**src/rtl/axil_slave_fsm.sv**
```systemverilog
// axil_slave_fsm: AXI4-Lite slave engine for the VGA controller register port.
// Turns AXI-Lite write/read transactions into single-cycle native strobes.
// The write and read channels are independent FSMs. The AXI-Lite channel
// signals of vga_axil_if appear here as flat ports.
// Optional feature macro: VGA_AXIL_SLVERR_EN. When defined, a misaligned
// address produces no native strobe and returns SLVERR.

package vga_axil_pkg;
  localparam int AXIL_ADDR_WIDTH   = 32;
  localparam int AXIL_DATA_WIDTH   = 32;
  localparam int AXIL_WIDTH_OFFSET = $clog2(AXIL_DATA_WIDTH / 8);
  typedef logic [AXIL_ADDR_WIDTH-AXIL_WIDTH_OFFSET-1:0] native_addr_t;
  localparam logic [1:0] RESP_OKAY   = 2'b00;
  localparam logic [1:0] RESP_SLVERR = 2'b10;
endpackage

module axil_slave_fsm
  import vga_axil_pkg::*;
(
  input  logic                       clk_if,
  input  logic                       arst_n,
  // AW channel
  input  logic                       awvalid,
  output logic                       awready,
  input  logic [AXIL_ADDR_WIDTH-1:0] awaddr,
  // W channel
  input  logic                       wvalid,
  output logic                       wready,
  input  logic [AXIL_DATA_WIDTH-1:0] wdata,
  input  logic [AXIL_DATA_WIDTH/8-1:0] wstrb,
  // B channel
  output logic                       bvalid,
  input  logic                       bready,
  output logic [1:0]                 bresp,
  // AR channel
  input  logic                       arvalid,
  output logic                       arready,
  input  logic [AXIL_ADDR_WIDTH-1:0] araddr,
  // R channel
  output logic                       rvalid,
  input  logic                       rready,
  output logic [AXIL_DATA_WIDTH-1:0] rdata,
  output logic [1:0]                 rresp,
  // Native register/memory port
  input  logic [AXIL_DATA_WIDTH-1:0] data_i,
  output native_addr_t               addr_write_o,
  output native_addr_t               addr_read_o,
  output logic [AXIL_DATA_WIDTH-1:0] data_o,
  output logic                       read_en_sync_o,
  output logic                       write_en_o
);

  localparam logic [1:0] W_IDLE  = 2'd0;
  localparam logic [1:0] W_WRITE = 2'd1;
  localparam logic [1:0] W_RESP  = 2'd2;

  localparam logic [1:0] R_IDLE  = 2'd0;
  localparam logic [1:0] R_READ  = 2'd1;
  localparam logic [1:0] R_WAIT  = 2'd2;
  localparam logic [1:0] R_RESP  = 2'd3;

  logic [1:0] w_state;
  logic [1:0] r_state;
  logic       aw_held;
  logic       w_held;
  logic       ar_held;
  logic       aw_err;
  logic       ar_err;

  logic       aw_hs;
  logic       w_hs;
  logic       ar_hs;
  logic       aw_misaligned;
  logic       ar_misaligned;

  assign aw_hs = awvalid && awready;
  assign w_hs  = wvalid && wready;
  assign ar_hs = arvalid && arready;

`ifdef VGA_AXIL_SLVERR_EN
  assign aw_misaligned = |awaddr[AXIL_WIDTH_OFFSET-1:0];
  assign ar_misaligned = |araddr[AXIL_WIDTH_OFFSET-1:0];
`else
  assign aw_misaligned = 1'b0;
  assign ar_misaligned = 1'b0;
`endif

  // Byte strobes and the byte offset are intentionally not used by the datapath.
  logic unused_ok;
  assign unused_ok = ^{wstrb, awaddr[AXIL_WIDTH_OFFSET-1:0], araddr[AXIL_WIDTH_OFFSET-1:0]};

  // Native strobes are decoded from the registered state, so each lasts one cycle.
  assign write_en_o     = (w_state == W_WRITE) && !aw_err;
  assign read_en_sync_o = (r_state == R_READ) && !ar_err;

  // Write channel FSM: collect AW and W in any order, strobe once, then respond.
  always_ff @(posedge clk_if or negedge arst_n) begin
    if (!arst_n) begin
      w_state      <= W_IDLE;
      awready      <= 1'b0;
      wready       <= 1'b0;
      aw_held      <= 1'b0;
      w_held       <= 1'b0;
      aw_err       <= 1'b0;
      addr_write_o <= '0;
      data_o       <= '0;
      bvalid       <= 1'b0;
      bresp        <= RESP_OKAY;
    end else begin
      // NOTE: state registers use non-blocking assignments so every branch
      // sees the pre-edge values regardless of statement order.
      case (w_state)
        W_IDLE: begin
          if (aw_held && w_held) begin
            w_state <= W_WRITE;
            aw_held <= 1'b0;
            w_held  <= 1'b0;
          end else begin
            if (aw_hs) begin
              aw_held      <= 1'b1;
              aw_err       <= aw_misaligned;
              addr_write_o <= awaddr[AXIL_ADDR_WIDTH-1:AXIL_WIDTH_OFFSET];
            end
            if (w_hs) begin
              w_held <= 1'b1;
              data_o <= wdata;
            end
            // A channel stops accepting once its beat has been captured.
            awready <= !(aw_held || aw_hs);
            wready  <= !(w_held || w_hs);
          end
        end
        W_WRITE: begin
          w_state <= W_RESP;
          bvalid  <= 1'b1;
          bresp   <= aw_err ? RESP_SLVERR : RESP_OKAY;
        end
        W_RESP: begin
          if (bready) begin
            bvalid  <= 1'b0;
            w_state <= W_IDLE;
            awready <= 1'b1;
            wready  <= 1'b1;
          end
        end
        // NOTE: the default arm recovers from the unused encoding and keeps
        // the case fully specified.
        default: w_state <= W_IDLE;
      endcase
    end
  end

  // Read channel FSM: capture AR, strobe the synchronous read, register data, respond.
  always_ff @(posedge clk_if or negedge arst_n) begin
    if (!arst_n) begin
      r_state     <= R_IDLE;
      arready     <= 1'b0;
      ar_held     <= 1'b0;
      ar_err      <= 1'b0;
      addr_read_o <= '0;
      rvalid      <= 1'b0;
      rdata       <= '0;
      rresp       <= RESP_OKAY;
    end else begin
      case (r_state)
        R_IDLE: begin
          if (ar_held) begin
            r_state <= R_READ;
            ar_held <= 1'b0;
          end else begin
            if (ar_hs) begin
              ar_held     <= 1'b1;
              ar_err      <= ar_misaligned;
              addr_read_o <= araddr[AXIL_ADDR_WIDTH-1:AXIL_WIDTH_OFFSET];
            end
            arready <= !ar_hs;
          end
        end
        R_READ: begin
          r_state <= R_WAIT;
        end
        R_WAIT: begin
          // The native memory presents data_i one cycle after the strobe.
          r_state <= R_RESP;
          rvalid  <= 1'b1;
          rdata   <= ar_err ? '0 : data_i;
          rresp   <= ar_err ? RESP_SLVERR : RESP_OKAY;
        end
        R_RESP: begin
          if (rready) begin
            rvalid  <= 1'b0;
            r_state <= R_IDLE;
            arready <= 1'b1;
          end
        end
        default: r_state <= R_IDLE;
      endcase
    end
  end

endmodule

```
**config.mk**
```make
export PLATFORM = sky130hd
export DESIGN_NAME = axil_slave_fsm
export DESIGN_NICKNAME = d
export VERILOG_FILES = /design/src/rtl/axil_slave_fsm.sv
export SDC_FILE = /design/constraint.sdc
export NUM_CORES = 1
export LEC_CHECK = 0
export CAP_MARGIN = 25
export CELL_PAD_IN_SITES_DETAIL_PLACEMENT = 1
export CELL_PAD_IN_SITES_GLOBAL_PLACEMENT = 2
export CORE_UTILIZATION = 25
export DETAILED_ROUTE_END_ITERATION = 12
export GPL_TIMING_DRIVEN = 0
export PLACE_DENSITY = 0.87
export SLEW_MARGIN = 20
export SYNTH_ARGS = -nofsm -noshare
export SYNTH_HDL_FRONTEND = slang
export SYNTH_SLANG_ARGS = --single-unit
```
**constraint.sdc**
```tcl
create_clock -name clk_if -period 1.9 [get_ports clk_if]
set_clock_uncertainty 0.05 [all_clocks]
set_input_delay 0.38 -clock clk_if [delete_from_list [all_inputs] [get_ports clk_if]]
set_output_delay 0.38 -clock clk_if [all_outputs]
set_load 0.02 [all_outputs]
```
* After elaboration in Yosys (flattened, before gate mapping)
Index checks and enable logic that the tools add are counted.
** Storage, ports and cells
- Bits in registers :: 136
- Word-level logic and storage cells :: 79
** Operators by class
- Mux-type cells :: 24
- Reduce and logical (&&, ||, !) cells :: 28
- Bitwise operators :: 2
- Eq/ne operators :: 11
** Operators by type and width (count)
- $reduce_and 3->1 :: 5
- $mux 1 :: 13
- $ne 2x2->1 const B :: 6
- $reduce_and 2->1 :: 6
- $reduce_bool 2->1 :: 6
- $pmux 1 s2 :: 5
- $mux 2 :: 4
- $pmux 2 s4 :: 1
- $eq 2x2->1 const B :: 3
- $pmux 2 s3 :: 1
- $eq 2x1->1 const B :: 2
- $logic_and 1x1->1 :: 4
- $logic_not 2->1 :: 2
- $logic_not 1->1 :: 3
- $logic_or 1x1->1 :: 2
- $not 1->1 :: 2

* Longest topological paths before layout
- Depth in word-level cells :: 5
- Mapped depth :: 7
- Depth with buffers taken out :: 5

* Least setup slack after synthesis
No wires, ideal clock.
- Kind :: register -> register
- Start point :: register r_state[0]
- End point :: register addr_read_o[0]
- Clock period less this slack :: 1.670 ns
- Path buffers :: 1
- Setup time :: 0.125 ns
- Slack :: 0.230 ns
- Required time :: 1.725 ns
- Arrival time :: 1.496 ns
- Cell stages (with the launch flop) :: 7
- Path through :: dfrtp_1 inv_1 ha_1 nor2b_1 nand3_1 buf_2 mux2_2
** On the way
- Word-level cells in the longest chain between the ends :: 2
** Ends and longest elaborated chain
- from (decl) :: line 63 : logic [1:0] r_state;
- from (signal assigned) :: line 156 : r_state <= R_IDLE;
- from (signal assigned) :: line 168 : r_state <= R_READ;
- from (signal assigned) :: line 180 : r_state <= R_WAIT;
- $logic_not 2->1 :: line 165 : case (r_state)
- $reduce_and 3->1 (no line)
- to (signal assigned) :: line 174 : addr_read_o <= araddr[AXIL_ADDR_WIDTH-1:AXIL_WIDTH_OFFSET];
- to (decl) :: line 47 : output native_addr_t addr_read_o,
Every way passes these cells.
A chain may end at the register's enable or synchronous reset.

* Worst setup path after layout
- Start point :: register wready
- End point :: output port wready
** RTL lines
- from (decl) :: line 28 : output logic wready,
- from (signal assigned) :: line 130 : wready <= !(w_held || w_hs);
No word-level cell between the ends.

==> summary.md <==
| Metric | Value |
|---|---|
| Post-Syn Area per Cell | 16.3 um2 |
| RSZ-0062 raised after global routing | false |
| Drt wl/cell | 16.8 um |
| GR Overflow Total | 0 |
| Synth area leader | dfrtp_1 |
| Detail Route Antenna Nets | 0 |
| Final Cycle Share | 97.5% |
| Pint | 10.7 mW |
| DR vias/cell | 4.19 |
| R2R setup slack | 0.09 ns |
| Critical Path End Type | output pin |
| CP delay by family, top | buffers and inverters |
| Max Fanout on Critical Path | 4 |
| Final WS setup | 0.0471 ns |
| Data required, critical path | 1.47 ns |
| Status | complete, no violations |
| Vias in the first global route | 4342 |
| GPL Wtd Cong | ~0.77 |
| Reg2reg end | addr_read_o[3] |
| Sequential fraction of the synthesis area | 64.4% |
| Worst slew margin | 65.7% |
| FP Rows | 52 |
| Post-Synth Simple-Gate Area | 2.34% |
| Initial DRC count | 44 |
| Number of port buffers | roughly 260 |
| Hold crit path type | input port to async pin |
| Critical Path Slowest Stage Cell | clkdlybuf4s50_1 |
| Area of the multi-input gates | 1740 um2 |
| P_leak | 3.69 nW |
| Final total power | 16.6 mW |
| Top Ports | 274 |
| Final WL | 15000 um |
| Synth area leaders | dfrtp_1, mux2_2, mux2_1, ha_1, buf_8 |
| CTS root buf | clkbuf_16 |
| CTS Buffer Depth | 2 |
| Synth Cell Area | 5290 um2 |
| First-pass GRT wire length | between 20000 and 25000 um |
| Crit path cell chain | clkdlybuf4s50_1 |
| Sw Ratio | between 30 and 40% |
| Cells on worst reg2reg path | 6 |
| Fill count | 2089 |
| Netlist cell types | 28 |
| Post-route DRC | 0 |
| Post-synthesis xor/xnor area fraction | 0% |
| Final Max Slew Viols | 0 |
| Dpl hpwl | approximately 12000 um |
| Core box area | 20500 um2 |
| CTS tree | done |
| N_diodes | 0 |
| Crit path DAT | approximately 1.4 ns |
| Crit path buf inv count | 1 |
| Max Fclk | 540 MHz |
| Worst setup path class | register to output pin |
| Total CTS buffers | 17 |
| IR drop worst, VDD | just under 1 mV |
| Via count | 3738 |
| Pre-CTS setup slack | -0.0927 ns |
| Combinational power share | 49.1% |
| Final min period | 1.85 ns |
| Final setup fails | 0 |
| Clock Power Share | 19.2% |
| Crit start category | register |
| Mux share of post-synthesis cell area | a little over a quarter |
| Post-Synthesis Cells | 325 |
| Initial core utilization | 25.8% |
| Slowest cell delay on critical path | 0.63 ns |
| Largest family of logic cells by synthesized area | multiplexers |
| Htree depth | 4 |
| Chip Height | 147 um |
| First-pass detailed-route iteration total | 3 |
| Clk sinks | 136 |
| Final Hold Fails | 0 |
| Die Wd | 147 um |
| Slew @ Worst Pin | 0.515 ns |
| P per Cell Area | around 1900 nW/um2 |
| Post-CTS Setup Inserts | 0 |
| FF-to-FF Start | r_state[1] |
| Net Switching | 5.94 mW |
| Largest net degree at the start of global routing | ~70 |
| Share of layout cells above drive strength 1 | 28.1% |
| Worst skew pair latency | 0.40 ns |
| Yosys top cell area share | 64.4% |
| Register Area | 3400 um2 |
| Die ar. | 21700 um2 |
| Reg power frac | 31.7% |
| Initial antenna violation count | 0 |
| Clock-pin transition on the worst setup and hold timing paths | 0.06 ns |
| Worst-case hold slack | 0.437 ns |
| Area share of fa/ha/maj cells after synthesis | roughly 1.4% |
| Total of max-cap violations | 0 |
| Final net count | 754 |
| Area Growth Syn to Fin | 67.8% |
| Gr usage total | 14.3% |
| Post-synthesis compound-gate area fraction | 1.51% |
| Synth warn | 0 |
| Seq cells post-synth | 136 |
==> cells in the mapped netlist, drive strengths merged <==
cell type / number
nor2: 7
a31oi: 1
buf: 16
inv: 5
o22ai: 1
mux2i: 2
a211oi: 1
nand3: 1
nand3b: 2
dfrtp: 136
nand2: 6
ha: 6
mux2: 126
nand2b: 2
o21ai: 3
conb: 1
a211o: 1
a21oi: 2
clkbuf: 1
o22a: 2
nor2b: 2
and3: 1
==> through the flow <==
step | util [%] | instance area [um2] | cells | TNS, ns
final | 43.3 | 8870 | 892 | 0
after CTS | 43.3 | 8870 | 892 | -0.00126
after floorplan | - | 5300 | 328 | 0
after global routing | 43.3 | 8870 | 892 | 0
after global placement | 40.2 | 8250 | 859 | -655.13
after detailed placement | 40.4 | 8280 | 860 | -4.26
==> how the worst max path moves through the flow <==
stage	slack, ns	from	endpoint	depth (start not counted)
after CTS	-0.001	r_state[1]	read_en_sync_o	3
after global routing	0.0001	wready	wready	1
final	0.05	wready	wready	1
after detailed placement	-0.09	awvalid	addr_write_o[25]	5
after global placement	-4.82	arst_n	rdata[22]	1
after floorplan	0.23	r_state[0]	addr_read_o[0]	6
==> registers in the layout (all words and copies together) (netlist names) <==
register	count
wready	1
arready	1
r_state	2
w_held	1
ar_held	1
data_o	32
addr_write_o	30
w_state	2
awready	1
aw_held	1
addr_read_o	30
bvalid	1
rvalid	1
rdata	32
==> layout make-up <==
cell class	instances	share of cell area [%]
sequential	136	38.4
timing repair buffer	263	29.8
multi-input combinational	170	19.7
clock buffer	20	5.15
tap	270	3.81
buffer	16	1.65
clock inverter	12	1.34
inverter	5	0.212
==> cell usage in the layout (no fill, tap or decap), types with 2 or more instances in the layout <==
cell             synthesis  final
inv_1                    5      4
dlygate4sd2_1            0      3
mux2_2                 117    117
clkbuf_2                 0      2
clkinv_4                 0      2
clkdlybuf4s50_1          0    254
nand3b_1                 2      2
clkbuf_16                0     17
nor2_1                   5      5
buf_8                    3      4
buf_2                    6      3
inv_6                    0      3
dfrtp_1                136    136
clkbuf_8                 0      2
buf_6                    3      3
nand2b_1                 2      2
o21ai_0                  3      3
a21oi_1                  2      2
conb_1                   1      4
mux2i_1                  2      2
ha_1                     6      5
o22a_1                   2      2
clkinvlp_4               0      6
mux2_1                   9      9
buf_4                    4      7
nand2_1                  6      6
==> metal layers <==
metal / track usage [%] / vias to the layer above / wire length (um)
li1: - / 1692 / -
met1: 15.9 / 1857 / 5790
met2: 24.3 / 180 / 7550
met3: 6.91 / 9 / 1490
met4: 4.18 / 0 / 133
met5: 0 / - / 0
==> power groups by stage <==
stage | Sequential, mW | Clock (mW) | Combinational, mW
3_3_place_gp | 5.21 | 0 | 8.06
6_report | 5.28 | 3.20 | 8.16
2_1_floorplan | 6.93 | 0 | 2.63
3_5_place_dp | 5.33 | 0 | 8.28
4_1_cts | 5.30 | 3.32 | 8.30
5_1_grt | 5.50 | 3.43 | 8.67
==> logic make-up after synthesis <==
family,count (synthesis)
AO/OA/AOI/OAI,11
adder cells (fa/ha/maj),6
buffers and inverters,22
flip-flops,136
multiplexers,128
other,1
AND/OR/NAND/NOR,21
==> what timing repair did <==
action,CTS,global route
hold buffers,1,0
gates resized for setup,12,5
hold endpoints to repair,65,0
setup endpoints to repair,61,55
Power figures use the tool's default switching activity.
